[src/rtl/mem_port_arbiter_pkg.sv]
// Shared constants and response-owner encoding for the BRAM port arbiter.
package mem_port_arbiter_pkg;

    localparam int unsigned XLEN     = 32;
    localparam int unsigned STARVE_W = 4;
    localparam int unsigned WEA_W    = 4;

    localparam logic [XLEN-1:0] DEFAULT_BASE_ADDR = 32'h4000_0000;

    typedef enum logic [1:0] {
        RESP_NONE   = 2'd0,
        RESP_IFETCH = 2'd1,
        RESP_DATA   = 2'd2
    } resp_owner_e;

endpackage

[src/rtl/mem_port_arbiter_addr_window_check.sv]
// Maps a byte address onto the BRAM window: in-window flag and word address.
module addr_window_check #(
    parameter int unsigned     XLEN      = 32,
    parameter logic [XLEN-1:0] BASE_ADDR = 32'h4000_0000,
    parameter int unsigned     MEM_AW    = 12
) (
    input  logic [XLEN-1:0]   addr,
    output logic              in_window_c,
    output logic [MEM_AW-1:0] word_addr_c
);

    logic [XLEN-1:0] offset;

    // Unsigned wrap makes addresses below BASE_ADDR land far out of window.
    assign offset      = addr - BASE_ADDR;
    assign in_window_c = (offset >> (MEM_AW + 2)) == '0;
    assign word_addr_c = offset[MEM_AW+1:2];

endmodule

[src/rtl/mem_port_arbiter.sv]
// Shares one 1-cycle-latency BRAM port between instruction fetch and data access.
module mem_port_arbiter #(
    parameter int unsigned     XLEN       = mem_port_arbiter_pkg::XLEN,
    parameter logic [XLEN-1:0] BASE_ADDR  = XLEN'(mem_port_arbiter_pkg::DEFAULT_BASE_ADDR),
    parameter int unsigned     MEM_AW     = 12,
    parameter int unsigned     STARVE_MAX = 3
) (
    input  logic              clk,
    input  logic              reset_n,
    input  logic              i_req,
    input  logic [XLEN-1:0]   i_addr,
    output logic              i_gnt,
    output logic              i_rvalid,
    output logic [XLEN-1:0]   i_rdata,
    output logic              i_err,
    input  logic              d_req,
    input  logic [XLEN-1:0]   d_addr,
    input  logic [XLEN-1:0]   d_wdata,
    input  logic [3:0]        d_wea,
    output logic              d_gnt,
    output logic              d_rvalid,
    output logic [XLEN-1:0]   d_rdata,
    output logic              d_err,
    output logic              stall_fetch,
    output logic              mem_en,
    output logic [MEM_AW-1:0] mem_addr,
    output logic [XLEN-1:0]   mem_wdata,
    output logic [3:0]        mem_wea,
    input  logic [XLEN-1:0]   mem_rdata
);

    import mem_port_arbiter_pkg::*;

    logic [STARVE_W-1:0] starve_cnt, starve_cnt_d;
    resp_owner_e         resp_owner, resp_owner_d;
    logic                resp_err, resp_err_d;

    logic                fetch_win;
    logic                d_write;
    logic [XLEN-1:0]     win_addr;
    logic                win_in;
    logic [MEM_AW-1:0]   win_word;

    // Data has priority unless fetch has lost STARVE_MAX contested cycles in a row.
    assign fetch_win   = i_req && (!d_req || (starve_cnt == STARVE_W'(STARVE_MAX)));
    assign i_gnt       = fetch_win;
    assign d_gnt       = d_req && !fetch_win;
    assign stall_fetch = i_req && !fetch_win;
    assign d_write     = d_wea != '0;
    assign win_addr    = fetch_win ? i_addr : d_addr;

    addr_window_check #(
        .XLEN      (XLEN),
        .BASE_ADDR (BASE_ADDR),
        .MEM_AW    (MEM_AW)
    ) u_window (
        .addr        (win_addr),
        .in_window_c (win_in),
        .word_addr_c (win_word)
    );

    // Out-of-window winners are granted but never reach the BRAM.
    assign mem_en    = (i_gnt || d_gnt) && win_in;
    assign mem_addr  = win_word;
    assign mem_wdata = d_wdata;
    assign mem_wea   = (d_gnt && win_in) ? d_wea : 4'b0000;

    always_comb begin
        resp_owner_d = RESP_NONE;
        resp_err_d   = 1'b0;
        starve_cnt_d = starve_cnt;
        if (i_gnt) begin
            resp_owner_d = RESP_IFETCH;
            resp_err_d   = !win_in;
        end else if (d_gnt && !d_write) begin
            resp_owner_d = RESP_DATA;
            resp_err_d   = !win_in;
        end
        if (!i_req || i_gnt) begin
            starve_cnt_d = '0;
        end else if (d_gnt && (starve_cnt != STARVE_W'(STARVE_MAX))) begin
            starve_cnt_d = starve_cnt + 1'b1;
        end
    end

    always_ff @(posedge clk or negedge reset_n) begin
        if (!reset_n) begin
            starve_cnt <= '0;
            resp_owner <= RESP_NONE;
            resp_err   <= 1'b0;
        end else begin
            starve_cnt <= starve_cnt_d;
            resp_owner <= resp_owner_d;
            resp_err   <= resp_err_d;
        end
    end

    // Response routing: only the owner sees data; errored responses read as zero.
    assign i_rvalid = resp_owner == RESP_IFETCH;
    assign i_err    = i_rvalid && resp_err;
    assign i_rdata  = (i_rvalid && !resp_err) ? mem_rdata : '0;

    assign d_rvalid = resp_owner == RESP_DATA;
    assign d_rdata  = (d_rvalid && !resp_err) ? mem_rdata : '0;
    assign d_err    = (d_rvalid && resp_err) || (d_gnt && d_write && !win_in);

endmodule

[config.mk]
export PLATFORM = sky130hd
export DESIGN_NAME = mem_port_arbiter
export DESIGN_NICKNAME = d
export VERILOG_FILES = /design/src/rtl/mem_port_arbiter_pkg.sv /design/src/rtl/mem_port_arbiter_addr_window_check.sv /design/src/rtl/mem_port_arbiter.sv
export SDC_FILE = /design/constraint.sdc
export NUM_CORES = 1
export LEC_CHECK = 0
export CAP_MARGIN = 5
export CORE_AREA = 4 4 97 99
export CTS_BUF_LIST = sky130_fd_sc_hd__clkbuf_8
export CTS_CLUSTER_SIZE = 30
export DETAILED_ROUTE_END_ITERATION = 8
export DIE_AREA = 0 0 101 103
export HOLD_SLACK_MARGIN = 0.05
export MAX_ROUTING_LAYER = met4
export PLACE_DENSITY = 0.66
export SYNTH_ARGS = -nofsm -noshare
export SYNTH_HDL_FRONTEND = slang
export SYNTH_SLANG_ARGS = --single-unit
[constraint.sdc]
create_clock -name clk -period 2.5 [get_ports clk]
set_clock_uncertainty 0.1 [all_clocks]
set_input_delay 0.625 -clock clk [delete_from_list [all_inputs] [get_ports clk]]
set_output_delay 0.625 -clock clk [all_outputs]
set_load 0.05 [all_outputs]
==> metrics <==
layout filler cell count 770; period utilisation layout 107%; DRC 0; gpl congestion approximately 0.79; CTS H-Tree Depth 1; CTS clock-pin slew for the worst setup and hold paths 0.04 ns; Worst Path Max Fanout 7; Final Max Tran Viols 0; Critical Path Sink Type output pin; Crit path max-delay family simple AND/OR/NAND/NOR gates; failing checks setup timing; register area share after synthesis between 10% and 20%; DIE WIDTH roughly 100 um; FF-to-FF End resp_err$_DFF_PN0_; Max Freq 0.372 GHz; syn nets just over 300; ranking of synthesized cells by area and2_1, buf_4, dfrtp_1, mux2_4, mux2_2; Post-synth EDFFs 0; share of the synthesized area in the top cell type between 30% and 40%; Hold Path Origin starve_cnt[0]$_DFFE_PN0P_; number of I/O port buffers 187; final core area utilization between 40% and 50%; CTS tree built; Least-Margin Pin Slew 0.539 ns; Total GRT Usage 10.1%; prevailing post-synth register cell dfrtp_1; Hold Crit Depth 2; Routed Wire Length 6.13 mm; TritonCTS sink count 7; Sequential Area 175 um^2; worst reg2reg startpoint starve_cnt[1]$_DFFE_PN0P_; WL/cell 13.7 um; Pre-antenna DRT Iters 4; asr flop ratio synth between 90% and 100%; RSZ-0062 raised after global routing true; Die Y 103 um; Synth Instances 170; post-synthesis cell area 1320 um^2; slowest stage delay, CP 0.40 ns; Max-Cap Viols 0; reg-to-reg setup timing slack ~0.73 ns; cell with the most instances after synthesis and2_1; fraction of layout cells with a size suffix above 1 43.7%; grt total ovfl 0; Hold WC Path Type flop to flop; ant diodes 0; worst path required time 1.77 ns; largest net degree at the start of global routing 33; outcome finished, violations left; TNS Setup -3.11 ns; Final Hold Vio Count 0; maximum vdd drop 151 uV; final setup fails 19; top cells by count, synth and2_1, buf_4, mux2_4; hpwl dp 5.32 mm; Die Area 10400 um^2; Worst R2R Path Depth 8; vias around 1800; Area growth syn-to-layout 208%; vias in the first global route 1846; first-pass GRT wire length 8.22 mm; Pleak ~1.8 nW; Syn. warnings 0; Slew HR 64.0%; root buf cell clkbuf_8; core outline area 8550 um^2; area of the multi-input gates 945 um^2; Slowest cell on crit path or3b_4; crit path DAT 1.96 ns; Cell variety after synth 28; Initial Util 15.4%; Power Dens Cells 211 nW/um^2; post-layout min period 2.69 ns; vias per cell 4.00; worst path bufs/invs 3; Top-Level Pins 256; final net count 479; area leader, netlist and2_1; crit path launch type flop; CP Cell Sequence ha_2 > or3b_4 > nand2_4 > nand2_4 > inv_8 > buf_12 > mux2_4 > buf_12; synthesized area per cell 7.76 um^2; WHS Endpoint starve_cnt[0]$_DFFE_PN0P_; worst setup margin -0.186 ns; cts bufs inserted 3; crit path kind flop to output pin; num rows 34; FF+latch count, synth 7; Clock Tree Buf Depth 2; Clock Latency Late Sink 0.23 ns; Final ANT Viol Nets 0; initial antenna violation count 0; 1st-iter DRT viols 14
## power by group
part / total, W / internal [W] / switching (W)
combinational: 0.000585 / 0.000317 / 0.000268
sequential: 0.000120 / 0.000118 / 0.00000250
clock: 0.000153 / 0.000106 / 0.0000471
## how the worst max path moves through the flow
stage                                    startpoint           to  slack (ns)  cells after the start
after floorplan             resp_owner[0]$_DFF_PN0_  d_rdata[10]       -0.03                      4
after global placement                   i_addr[19]       mem_en       -0.40                      7
after detailed placement                 i_addr[14]       mem_en       -0.40                      7
after CTS                 starve_cnt[1]$_DFFE_PN0P_  mem_addr[0]       -0.20                      8
after global routing      starve_cnt[1]$_DFFE_PN0P_  mem_addr[0]       -0.26                      8
final                     starve_cnt[1]$_DFFE_PN0P_  mem_addr[0]       -0.19                      8
## worst min-delay path, stage by stage (launching register included)
cell and delay (ns):
dfrtp_1 0.34, buf_4 0.11, nor2_1 0.04
## cell usage in the layout, fill, tap and decap left out, types with 6 or more instances in the layout
master           instances
nor2_1                   6
buf_4                   20
clkdlybuf4s15_1         11
clkbuf_2                 6
dfrtp_1                  7
buf_12                  75
buf_6                    9
dlygate4sd2_1           11
mux2_4                  12
and2_1                  66
clkdlybuf4s50_1         69
## flip-flops by register name, summed over array words and instances (netlist names)
name and flops:
resp_owner 2, resp_err 1, starve_cnt 4
## per-stage QoR
stage          power, W  setup slack [ns]  hold slack [ns]  instances  cell area, um^2
2_1_floorplan  0.000491           -0.0277            0.229        170             1340
3_3_place_gp   0.000690            -0.401            0.411        439             3890
3_5_place_dp   0.000694            -0.395            0.424        439             3890
4_1_cts        0.000862            -0.205            0.432        448             4050
5_1_grt        0.000896            -0.256            0.453        449             4070
6_report       0.000858            -0.186            0.430        449             4070
## metal layers
layer  vias up  track usage, %  routed length, um
met5         -               -                  0
met4         0            1.53                 31
met3         4            3.11                792
met2       152            19.1               3110
met1       780            10.5               2200
li1        859               -                  -
## cell families after synthesis
kind of cell | share of synthesized area [%]
simple gates | 47.0
flops | 13.3
buf+inv | 22.7
fa+ha+maj | 0.948
mux | 12.5
xor+xnor | 1.33
compound gates | 2.27
## timing repair
item	4_1_cts	5_1_grt
pin swaps	16	9
endpoints found under the setup margin	19	19
buffers inserted	4	1
gates cloned	1	0
resized for setup	69	22
hold buffers	0	0
## cell type report
type	count	share of cell area, %
flip-flops and latches	7	4.31
inverters	4	0.554
clock inverters	1	0.0923
repair buffers	206	67.5
clock buffers	3	1.02
multi-input cells	120	23.2
well taps	108	3.32
Power figures use the tool's default switching activity.
